File: src/rtl/cpu_state_fsm_if.sv
// cpu_state_fsm_if: control-side bundle for the multicycle CPU state machine.
// master drives the stall and opcode; slave (the FSM) returns state, flag and count.
interface cpu_state_fsm_if #(
    parameter int unsigned CNT_W = 16
);
    logic             pause;
    logic [5:0]       opcode;
    logic [3:0]       current_state;
    logic             illegal;
    logic [CNT_W-1:0] inst_count;

    modport master (
        output pause,
        output opcode,
        input  current_state,
        input  illegal,
        input  inst_count
    );

    modport slave (
        input  pause,
        input  opcode,
        output current_state,
        output illegal,
        output inst_count
    );
endinterface

File: src/rtl/cpu_state_fsm.sv
// cpu_state_fsm: multicycle CPU control state machine with a retired-instruction counter.
// Optional feature: define ILLEGAL_TRAP_EN to trap unsupported opcodes into HALT with
// illegal=1 until reset; otherwise such opcodes drop back to FETCH uncounted.
module cpu_state_fsm #(
    parameter int unsigned CNT_W = 16
) (
    input logic           clk,
    input logic           rst,
    cpu_state_fsm_if.slave bus
);

    typedef enum logic [3:0] {
        StFetch  = 4'd0,
        StDecode = 4'd1,
        StMemAdr = 4'd2,
        StMemRd  = 4'd3,
        StMemWb  = 4'd4,
        StMemWr  = 4'd5,
        StRex    = 4'd6,
        StRwb    = 4'd7,
        StBeq    = 4'd8,
        StJump   = 4'd9,
        StImmWb  = 4'd10,
        StLuiEx  = 4'd11,
        StLogEx  = 4'd12,
        StHalt   = 4'd13
    } state_t;

    localparam logic [5:0] OP_LW   = 6'b100011;
    localparam logic [5:0] OP_SW   = 6'b101011;
    localparam logic [5:0] OP_ADDI = 6'b001000;
    localparam logic [5:0] OP_RTYP = 6'b000000;
    localparam logic [5:0] OP_BEQ  = 6'b000100;
    localparam logic [5:0] OP_J    = 6'b000010;
    localparam logic [5:0] OP_LUI  = 6'b001111;
    localparam logic [5:0] OP_ANDI = 6'b001100;
    localparam logic [5:0] OP_ORI  = 6'b001101;

    localparam logic [CNT_W-1:0] CNT_ONE = {{(CNT_W-1){1'b0}}, 1'b1};

    state_t           r_state;
    state_t           w_state_d;
    logic [5:0]       r_op;
    logic [5:0]       w_op_d;
    logic [CNT_W-1:0] r_cnt;
    logic [CNT_W-1:0] w_cnt_d;
    logic             w_retire;
`ifdef ILLEGAL_TRAP_EN
    logic             r_illegal;
    logic             w_illegal_d;
`endif

    // State, latched opcode, counter and trap flag; async clear on rst.
    always_ff @(posedge clk or posedge rst) begin
        if (rst) begin
            r_state   <= StFetch;
            r_op      <= 6'd0;
            r_cnt     <= '0;
`ifdef ILLEGAL_TRAP_EN
            r_illegal <= 1'b0;
`endif
        end else begin
            r_state   <= w_state_d;
            r_op      <= w_op_d;
            r_cnt     <= w_cnt_d;
`ifdef ILLEGAL_TRAP_EN
            r_illegal <= w_illegal_d;
`endif
        end
    end

    // Next-state decode; everything holds while paused. DECODE branches on the live
    // opcode, later states branch on the latched copy.
    always_comb begin
        w_state_d   = r_state;
        w_op_d      = r_op;
        w_retire    = 1'b0;
`ifdef ILLEGAL_TRAP_EN
        w_illegal_d = r_illegal;
`endif
        if (!bus.pause) begin
            case (r_state)
                StFetch: w_state_d = StDecode;
                StDecode: begin
                    w_op_d = bus.opcode;
                    case (bus.opcode)
                        OP_LW, OP_SW, OP_ADDI: w_state_d = StMemAdr;
                        OP_RTYP:               w_state_d = StRex;
                        OP_BEQ:                w_state_d = StBeq;
                        OP_J:                  w_state_d = StJump;
                        OP_LUI:                w_state_d = StLuiEx;
                        OP_ANDI, OP_ORI:       w_state_d = StLogEx;
                        default: begin
`ifdef ILLEGAL_TRAP_EN
                            w_state_d   = StHalt;
                            w_illegal_d = 1'b1;
`else
                            w_state_d   = StFetch;
`endif
                        end
                    endcase
                end
                StMemAdr: begin
                    case (r_op)
                        OP_LW:   w_state_d = StMemRd;
                        OP_SW:   w_state_d = StMemWr;
                        OP_ADDI: w_state_d = StImmWb;
                        default: w_state_d = StFetch;
                    endcase
                end
                StMemRd:          w_state_d = StMemWb;
                StRex:            w_state_d = StRwb;
                StLuiEx, StLogEx: w_state_d = StImmWb;
                StMemWb, StMemWr, StRwb, StImmWb, StBeq, StJump: begin
                    w_state_d = StFetch;
                    w_retire  = 1'b1;
                end
`ifdef ILLEGAL_TRAP_EN
                StHalt:           w_state_d = StHalt;
`else
                StHalt:           w_state_d = StFetch;
`endif
                default:          w_state_d = StFetch;
            endcase
        end
    end

    // Counter wraps silently at all-ones.
    always_comb begin
        w_cnt_d = r_cnt;
        if (w_retire) w_cnt_d = r_cnt + CNT_ONE;
    end

    assign bus.current_state = r_state;
    assign bus.inst_count    = r_cnt;
`ifdef ILLEGAL_TRAP_EN
    assign bus.illegal       = r_illegal;
`else
    assign bus.illegal       = 1'b0;
`endif

endmodule

File: src/flat_wrapper.sv
// flat-port wrapper written by rule: the top's interface ports become plain ports
module cpu_state_fsm_flat 
#(
    parameter int unsigned CNT_W = 16
)
  (clk, rst, bus_pause, bus_opcode, bus_current_state, bus_illegal, bus_inst_count);
  cpu_state_fsm_if #(.CNT_W(CNT_W)) bus_i ();
  input logic clk;
  input logic rst;
  input wire logic [$bits(bus_i.pause)-1:0] bus_pause;
  input wire logic [$bits(bus_i.opcode)-1:0] bus_opcode;
  output wire logic [$bits(bus_i.current_state)-1:0] bus_current_state;
  output wire logic [$bits(bus_i.illegal)-1:0] bus_illegal;
  output wire logic [$bits(bus_i.inst_count)-1:0] bus_inst_count;
  assign bus_i.pause = bus_pause;
  assign bus_i.opcode = bus_opcode;
  assign bus_current_state = bus_i.current_state;
  assign bus_illegal = bus_i.illegal;
  assign bus_inst_count = bus_i.inst_count;
  cpu_state_fsm #(.CNT_W(CNT_W)) u_core (.clk(clk), .rst(rst), .bus(bus_i));
endmodule
File: config.mk
export PLATFORM = sky130hd
export DESIGN_NAME = cpu_state_fsm_flat
export DESIGN_NICKNAME = d
export VERILOG_FILES = /design/src/rtl/cpu_state_fsm_if.sv /design/src/rtl/cpu_state_fsm.sv /design/src/flat_wrapper.sv
export SDC_FILE = /design/constraint.sdc
export NUM_CORES = 1
export LEC_CHECK = 0
export ABC_AREA = 1
export BUFFER_PORTS_ARGS = -buffer_cell sky130_fd_sc_hd__buf_4
export CAP_MARGIN = 20
export CORE_ASPECT_RATIO = 1.25
export CORE_MARGIN = 2
export CORE_UTILIZATION = 59
export CTS_BUF_LIST = sky130_fd_sc_hd__clkbuf_4 sky130_fd_sc_hd__clkbuf_8 sky130_fd_sc_hd__clkbuf_16
export CTS_CLUSTER_SIZE = 20
export DETAILED_ROUTE_END_ITERATION = 7
export GPL_TIMING_DRIVEN = 1
export PLACE_DENSITY = 0.94
export SYNTH_ARGS = -nofsm -noshare
export SYNTH_HDL_FRONTEND = slang
export SYNTH_SLANG_ARGS = --single-unit
File: constraint.sdc
create_clock -name clk -period 3.94 [get_ports clk]
set_input_delay 0.985 -clock clk [delete_from_list [all_inputs] [get_ports clk]]
set_output_delay 0.985 -clock clk [all_outputs]
set_load 0.05 [all_outputs]
Word-level counts from Yosys, hierarchy flattened --
Cells that the tools add are included.
Storage, ports and cells: input port bits 9, output and inout port bits 21, bits in registers 26, logic and storage cells 40
Cells by class: muxes and demuxes 5, bitwise logic cells 1, add/sub/neg operators 1, reductions and logical operators 7, equal/unequal tests 23
Operators by type and width (count):
- 4-bit case mux with 6 select lines | 2
- 6-bit by 4-bit == test with 1-bit output, second input constant | 5
- 6-bit == test, second input constant | 4
- 4-bit == test, second input constant | 5
- 16-bit by 1-bit adder with 16-bit output, second input constant | 1
- 4-bit by 3-bit == test with 1-bit output, second input constant | 4
- 4-bit case mux with 3 select lines | 1
- 4-bit by 2-bit == test with 1-bit output, second input constant | 2
- 6-bit by 2-bit == test with 1-bit output, second input constant | 1
- 6-bit by 3-bit == test with 1-bit output, second input constant | 1
- 6-bit logical NOT | 1
- 6-bit OR reduction | 1
- 4-bit by 1-bit == test with 1-bit output, second input constant | 1
- 4-bit logical NOT | 1
- 2-bit OR reduction | 2
- 3-bit OR reduction | 1
- 1-bit two-way mux | 2
- 2-bit AND reduction | 1
- 1-bit inverter | 1

Longest topological paths before layout --
depth after elaboration 4, gate-level depth with buffers 9, gate-level depth less buffers 9

Least setup slack after synthesis --
Ideal clock, no wire load.
kind input port to flip-flop, from input bus_opcode[5], to register u_core.r_state[0], in the netlist u_core.bus.current_state[0], cell stages on the path 7, slack 2202 ps, buffers on the path 0, data required time 3874 ps, library setup time 66 ps, data arrival time 1671 ps, cell sequence nor2_1 -> nand3_1 -> nand2_1 -> nand2_1 -> nand3_1 -> nand2_1 -> nand2_1
On the way: word-level cells in the longest chain between the ends 4, elaborated cells between the ends (all ways) 13, classes of those cells eq/ne (8); mux (2); reduce/logical (3)
Ends and longest elaborated chain:
- start, declared | RTL line flat_wrapper.sv:11 | input wire logic [$bits(bus_i.opcode)-1:0] bus_opcode;
- 6-bit == test / 6-bit by 4-bit == test with 1-bit output (equally long branches) | RTL line cpu_state_fsm.sv:86 | case (bus.opcode)
- 3-bit OR reduction / 2-bit OR reduction (equally long branches) | RTL line cpu_state_fsm.sv:86
- 4-bit case mux with 6 select lines * | RTL line cpu_state_fsm.sv:86
- 4-bit case mux with 6 select lines * | RTL line cpu_state_fsm.sv:82 | case (r_state)
- end signal, assigned | RTL line cpu_state_fsm.sv:56 | r_state <= StFetch;
- end signal, assigned | RTL line cpu_state_fsm.sv:63 | r_state <= w_state_d;
- end, declared | RTL line cpu_state_fsm.sv:41 | state_t r_state;
Mark *: on every way between the ends. The rest lies on a longest branch, timed or not. A chain may end at the register's enable or synchronous reset.

Worst setup path after layout --
from input bus_pause, to register u_core.r_cnt[15], in the netlist u_core.bus.inst_count[15]
On the way: word-level cells in the longest chain between the ends 1
Ends and longest elaborated chain:
- start, declared | RTL line flat_wrapper.sv:10 | input wire logic [$bits(bus_i.pause)-1:0] bus_pause;
- 1-bit two-way mux | RTL line cpu_state_fsm.sv:81 | if (!bus.pause) begin
- end signal, assigned | RTL line cpu_state_fsm.sv:65 | r_cnt <= w_cnt_d;
- end, declared | RTL line cpu_state_fsm.sv:45 | logic [CNT_W-1:0] r_cnt;
Every way passes these cells.

==> impl_results.html <==
<table>
<tr><th>Metric</th><th>Value</th></tr>
<tr><th colspan="2">Setup path</th></tr>
<tr><td>Critical path data required time</td><td>4170 ps</td></tr>
<tr><td>Sort of element at the start of the critical path</td><td>input port</td></tr>
<tr><td>Setup crit end kind</td><td>flip-flop</td></tr>
<tr><td>Kind of critical path</td><td>input port to flip-flop</td></tr>
<tr><td>Top fanout value on the critical path</td><td>20</td></tr>
<tr><td>Critical path data arrival time</td><td>between 2000 and 2500 ps</td></tr>
<tr><th colspan="2">Synth</th></tr>
<tr><td>Synth Net Count</td><td>approximately 250</td></tr>
<tr><td>Synthesized area per cell</td><td>between 6 and 7 µm²</td></tr>
<tr><td>Number of synthesized register bits</td><td>26</td></tr>
<tr><td>Dominant cells by area after synthesis</td><td>sky130_fd_sc_hd__dfrtp_1 (40%), sky130_fd_sc_hd__nand2_1 (22%), sky130_fd_sc_hd__nor2_1 (9.0%), sky130_fd_sc_hd__nand3_1 (6.5%), sky130_fd_sc_hd__xnor2_1 (5.4%)</td></tr>
<tr><td>Area share of the largest cell type after synthesis</td><td>39.9%</td></tr>
<tr><td>Top post-synthesis cells by count</td><td>sky130_fd_sc_hd__nand2_1 (94), sky130_fd_sc_hd__nor2_1 (39), sky130_fd_sc_hd__dfrtp_1 (26)</td></tr>
<tr><td>Number of instances in the synthesized netlist</td><td>239</td></tr>
<tr><td>Cell with the most instances after synthesis</td><td>sky130_fd_sc_hd__nand2_1</td></tr>
<tr><td>Proportion of synthesized flip-flops having asynchronous set or reset</td><td>100%</td></tr>
<tr><td>Synth Cell Area</td><td>about 1600 µm²</td></tr>
<tr><td>Yosys cell types</td><td>23</td></tr>
<tr><td>Number of enable-type register cells in the synthesized netlist</td><td>0</td></tr>
<tr><td>Most common flop cell mapped by yosys</td><td>sky130_fd_sc_hd__dfrtp_1</td></tr>
<tr><td>Synth Warn #</td><td>0</td></tr>
<tr><td>Share of synthesized area occupied by flip-flops and latches</td><td>between 30% and 40%</td></tr>
<tr><td>Dominant cell type by area after synthesis</td><td>sky130_fd_sc_hd__dfrtp_1</td></tr>
<tr><th colspan="2">Clock tree</th></tr>
<tr><td>TritonCTS clock tree</td><td>built</td></tr>
<tr><td># hold bufs at CTS</td><td>0</td></tr>
<tr><td>CTS H-tree lvls</td><td>1</td></tr>
<tr><td>Number of buffers created by CTS</td><td>3</td></tr>
<tr><td>CTS root buffer</td><td>sky130_fd_sc_hd__clkbuf_4</td></tr>
<tr><td>Post-CTS Repair Setup Buffers</td><td>0</td></tr>
<tr><td>Maximum count of clock buffers along a single path</td><td>2</td></tr>
<tr><td>Clock Sinks</td><td>26</td></tr>
<tr><td>Worst-path clk slew</td><td>140 ps</td></tr>
<tr><td>Number of gates resized after CTS</td><td>0</td></tr>
<tr><td>Skew-Pair Late Insertion Delay</td><td>about 330 ps</td></tr>
<tr><th colspan="2">Place</th></tr>
<tr><td>Total half-perimeter wirelength after legalization and detailed placement</td><td>2.66 mm</td></tr>
<tr><td>Routability Congestion</td><td>0.848</td></tr>
<tr><td>Port Buf Inserts</td><td>28</td></tr>
<tr><th colspan="2">STA</th></tr>
<tr><td>Slew Viols, Final</td><td>0</td></tr>
<tr><td>Fin Setup TNS</td><td>0 ps</td></tr>
<tr><td>Setup repair after global routing missed its margin</td><td>no</td></tr>
<tr><td>Final-report setup violation count</td><td>0</td></tr>
<tr><td>Post-layout minimum cycle time</td><td>2210 ps</td></tr>
<tr><td>Final period utilization</td><td>56.0%</td></tr>
<tr><td>Worst slew margin relative to its limit</td><td>58.0%</td></tr>
<tr><td>Highest Clock Rate</td><td>0.453 GHz</td></tr>
<tr><td>Final clock skew</td><td>roughly 5.0 ps</td></tr>
<tr><td>Worst hold slack</td><td>513 ps</td></tr>
<tr><td>Slew at the pin closest to its max-slew limit</td><td>629 ps</td></tr>
<tr><td>Final hold violations</td><td>0</td></tr>
<tr><th colspan="2">Die</th></tr>
<tr><td>Std cell rows</td><td>21</td></tr>
<tr><td>Initial cell density of the core</td><td>61.4%</td></tr>
<tr><td>Floorplan core area</td><td>between 2000 and 3000 µm²</td></tr>
<tr><td>Die ar.</td><td>3200 µm²</td></tr>
<tr><td>Die Y-Extent</td><td>62.8 µm</td></tr>
<tr><td>Count of pins on the block boundary</td><td>30</td></tr>
<tr><td>Die X</td><td>51 µm</td></tr>
<tr><th colspan="2">Drt</th></tr>
<tr><td>Aggregate routed wire length</td><td>3.48 mm</td></tr>
<tr><td>DRT antenna net count</td><td>0</td></tr>
<tr><td>Detailed Route Iter0 Violations</td><td>47</td></tr>
<tr><td>Post-detailed-route DRC marker count</td><td>0</td></tr>
<tr><td>Vias</td><td>1,577</td></tr>
<tr><td>Number of vias per cell</td><td>approximately 5.2</td></tr>
<tr><td>Routed wirelength normalized by instance count</td><td>around 12 µm</td></tr>
<tr><td>Router iterations before antenna repair</td><td>4</td></tr>
<tr><th colspan="2">Run</th></tr>
<tr><td>Count of max-cap constraint violations</td><td>0</td></tr>
<tr><th colspan="2">Cells and area</th></tr>
<tr><td>Total number of nets in the final design</td><td>between 200 and 300</td></tr>
<tr><td>FILL cells</td><td>238</td></tr>
<tr><td>Share of the core filled with cells in the final layout</td><td>71.2%</td></tr>
<tr><td>Diodes inserted</td><td>0</td></tr>
<tr><td>Share of post-route cells with drive strength above 1</td><td>14.9%</td></tr>
<tr><td>Synthesis-to-finish area growth</td><td>16.0%</td></tr>
<tr><th colspan="2">Global routing</th></tr>
<tr><td>Global-route wire length before repair</td><td>just over 6 mm</td></tr>
<tr><td>Number of global-route vias before repair</td><td>1,513</td></tr>
<tr><td>Largest net degree at the start of global routing</td><td>27</td></tr>
<tr><td>Overflow after GRT</td><td>0</td></tr>
<tr><td>Aggregate global-route resource usage</td><td>24.9%</td></tr>
<tr><td>Initial antenna violation count</td><td>0</td></tr>
<tr><th colspan="2">Power and ir drop</th></tr>
<tr><td>Maximum resistive drop on vdd</td><td>0.398 mV</td></tr>
<tr><td>Fraction of power consumed by combinational cells</td><td>37.3%</td></tr>
<tr><td>Switch Pwr</td><td>between 0.3 and 0.4 mW</td></tr>
<tr><td>Portion of total power attributed to sequential cells</td><td>a little under half</td></tr>
<tr><td>Share of total power in the clock network</td><td>16.6%</td></tr>
<tr><td>Internal power summed over all cells</td><td>around 0.48 mW</td></tr>
<tr><td>Power per cell area</td><td>436 nW/µm²</td></tr>
<tr><td>Sw Ratio</td><td>42.0%</td></tr>
<tr><td>Leakage power</td><td>0.984 nW</td></tr>
<tr><th colspan="2">Status</th></tr>
<tr><td>Outcome</td><td>complete, no violations</td></tr>
<tr><th colspan="2">Min path</th></tr>
<tr><td>Worst hold-check path type</td><td>flip-flop to flip-flop</td></tr>
</table>
==> power by group through the flow <==
stage	clock network, mW	registers [mW]	logic (mW)
2_1_floorplan	0	0.453	0.155
3_3_place_gp	0	0.381	0.299
3_5_place_dp	0	0.385	0.308
4_1_cts	0.140	0.379	0.309
5_1_grt	0.151	0.390	0.346
6_report	0.137	0.380	0.307
==> cells by family after synthesis <==
family          count (synthesis)  share of synthesized area, %
flops                          26                          39.9
fa+ha+maj                       1                         0.768
xor+xnor                       14                          7.53
simple gates                  160                          40.0
buf+inv                        24                          7.30
other cells                     1                         0.230
compound gates                 13                          4.22
==> state kept, by name (all words and copies together), names as in the netlist <==
| register | cells |
|---|---|
| u_core.bus.inst_count | 16 |
| u_core.r_op | 6 |
| u_core.bus.current_state | 4 |
==> layer usage <==
metal  vias to the layer above  part of all wire, %  GRT usage [%]  routed length (µm)
li1                        799                    -              -                   -
met1                       737                   39           27.0                1370
met2                        36                   56           48.1                1960
met3                         5                  2.9           1.67                 101
met4                         0                  1.5           9.46                  53
met5                         -                    0              0                   0
==> layout make-up <==
class | instances | area, µm² | area share [%]
multi-input cells | 189 | 860 | 45.5
clock buffers | 4 | 36.3 | 1.92
well taps | 34 | 42.5 | 2.25
flip-flops and latches | 26 | 651 | 34.4
repair buffers | 29 | 225 | 11.9
inverters | 20 | 75.1 | 3.97
==> critical path: stages <==
cell and delay (ps):
sky130_fd_sc_hd__buf_4 100, sky130_fd_sc_hd__clkinv_1 200, sky130_fd_sc_hd__nand2_1 560, sky130_fd_sc_hd__inv_1 370
sky130_fd_sc_hd__nand2_1 160, sky130_fd_sc_hd__nand2_1 60
==> worst paths after layout <==
check                                             from                        end  slack, ps  depth (start not counted)
max in group asynchronous                          rst   u_core.bus.inst_count[7]       2790                          3
min in group asynchronous                          rst             u_core.r_op[3]        670                          2
max reg2reg                u_core.bus.current_state[1]  u_core.bus.inst_count[15]       2010                          7
min                                     u_core.r_op[4]             u_core.r_op[4]        510                          2
max                                          bus_pause  u_core.bus.inst_count[15]       1730                          6
min reg2reg                             u_core.r_op[4]             u_core.r_op[4]        510                          2
==> placed cells by master (no fill, tap or decap) <==
cell type / n
sky130_fd_sc_hd__clkinv_1: 1
sky130_fd_sc_hd__o21ai_0: 9
sky130_fd_sc_hd__nand2_2: 3
sky130_fd_sc_hd__clkbuf_8: 1
sky130_fd_sc_hd__inv_1: 17
sky130_fd_sc_hd__nor3_4: 1
sky130_fd_sc_hd__xor2_1: 4
sky130_fd_sc_hd__o22ai_1: 1
sky130_fd_sc_hd__ha_1: 1
sky130_fd_sc_hd__xnor2_1: 10
sky130_fd_sc_hd__nand3_1: 21
sky130_fd_sc_hd__conb_1: 1
sky130_fd_sc_hd__a21oi_1: 2
sky130_fd_sc_hd__dfrtp_1: 26
sky130_fd_sc_hd__clkbuf_4: 3
sky130_fd_sc_hd__inv_2: 2
sky130_fd_sc_hd__nor2_1: 39
sky130_fd_sc_hd__nor2_2: 1
sky130_fd_sc_hd__nand2_1: 94
sky130_fd_sc_hd__o211ai_1: 1
sky130_fd_sc_hd__buf_4: 28
sky130_fd_sc_hd__buf_8: 1
sky130_fd_sc_hd__nand4_1: 1
==> metrics by stage <==
| step | cells | cell area [µm²] | setup WS [ps] | total power [mW] |
|---|---|---|---|---|
| after floorplan | 239 | 1630 | 2200 | 0.608 |
| after global placement | 297 | 1840 | 1480 | 0.680 |
| after detailed placement | 297 | 1840 | 1370 | 0.692 |
| after CTS | 301 | 1870 | 1730 | 0.828 |
| after global routing | 302 | 1890 | 1590 | 0.886 |
| final | 302 | 1890 | 1730 | 0.824 |
Note: power is estimated with default switching activity, not from simulation.
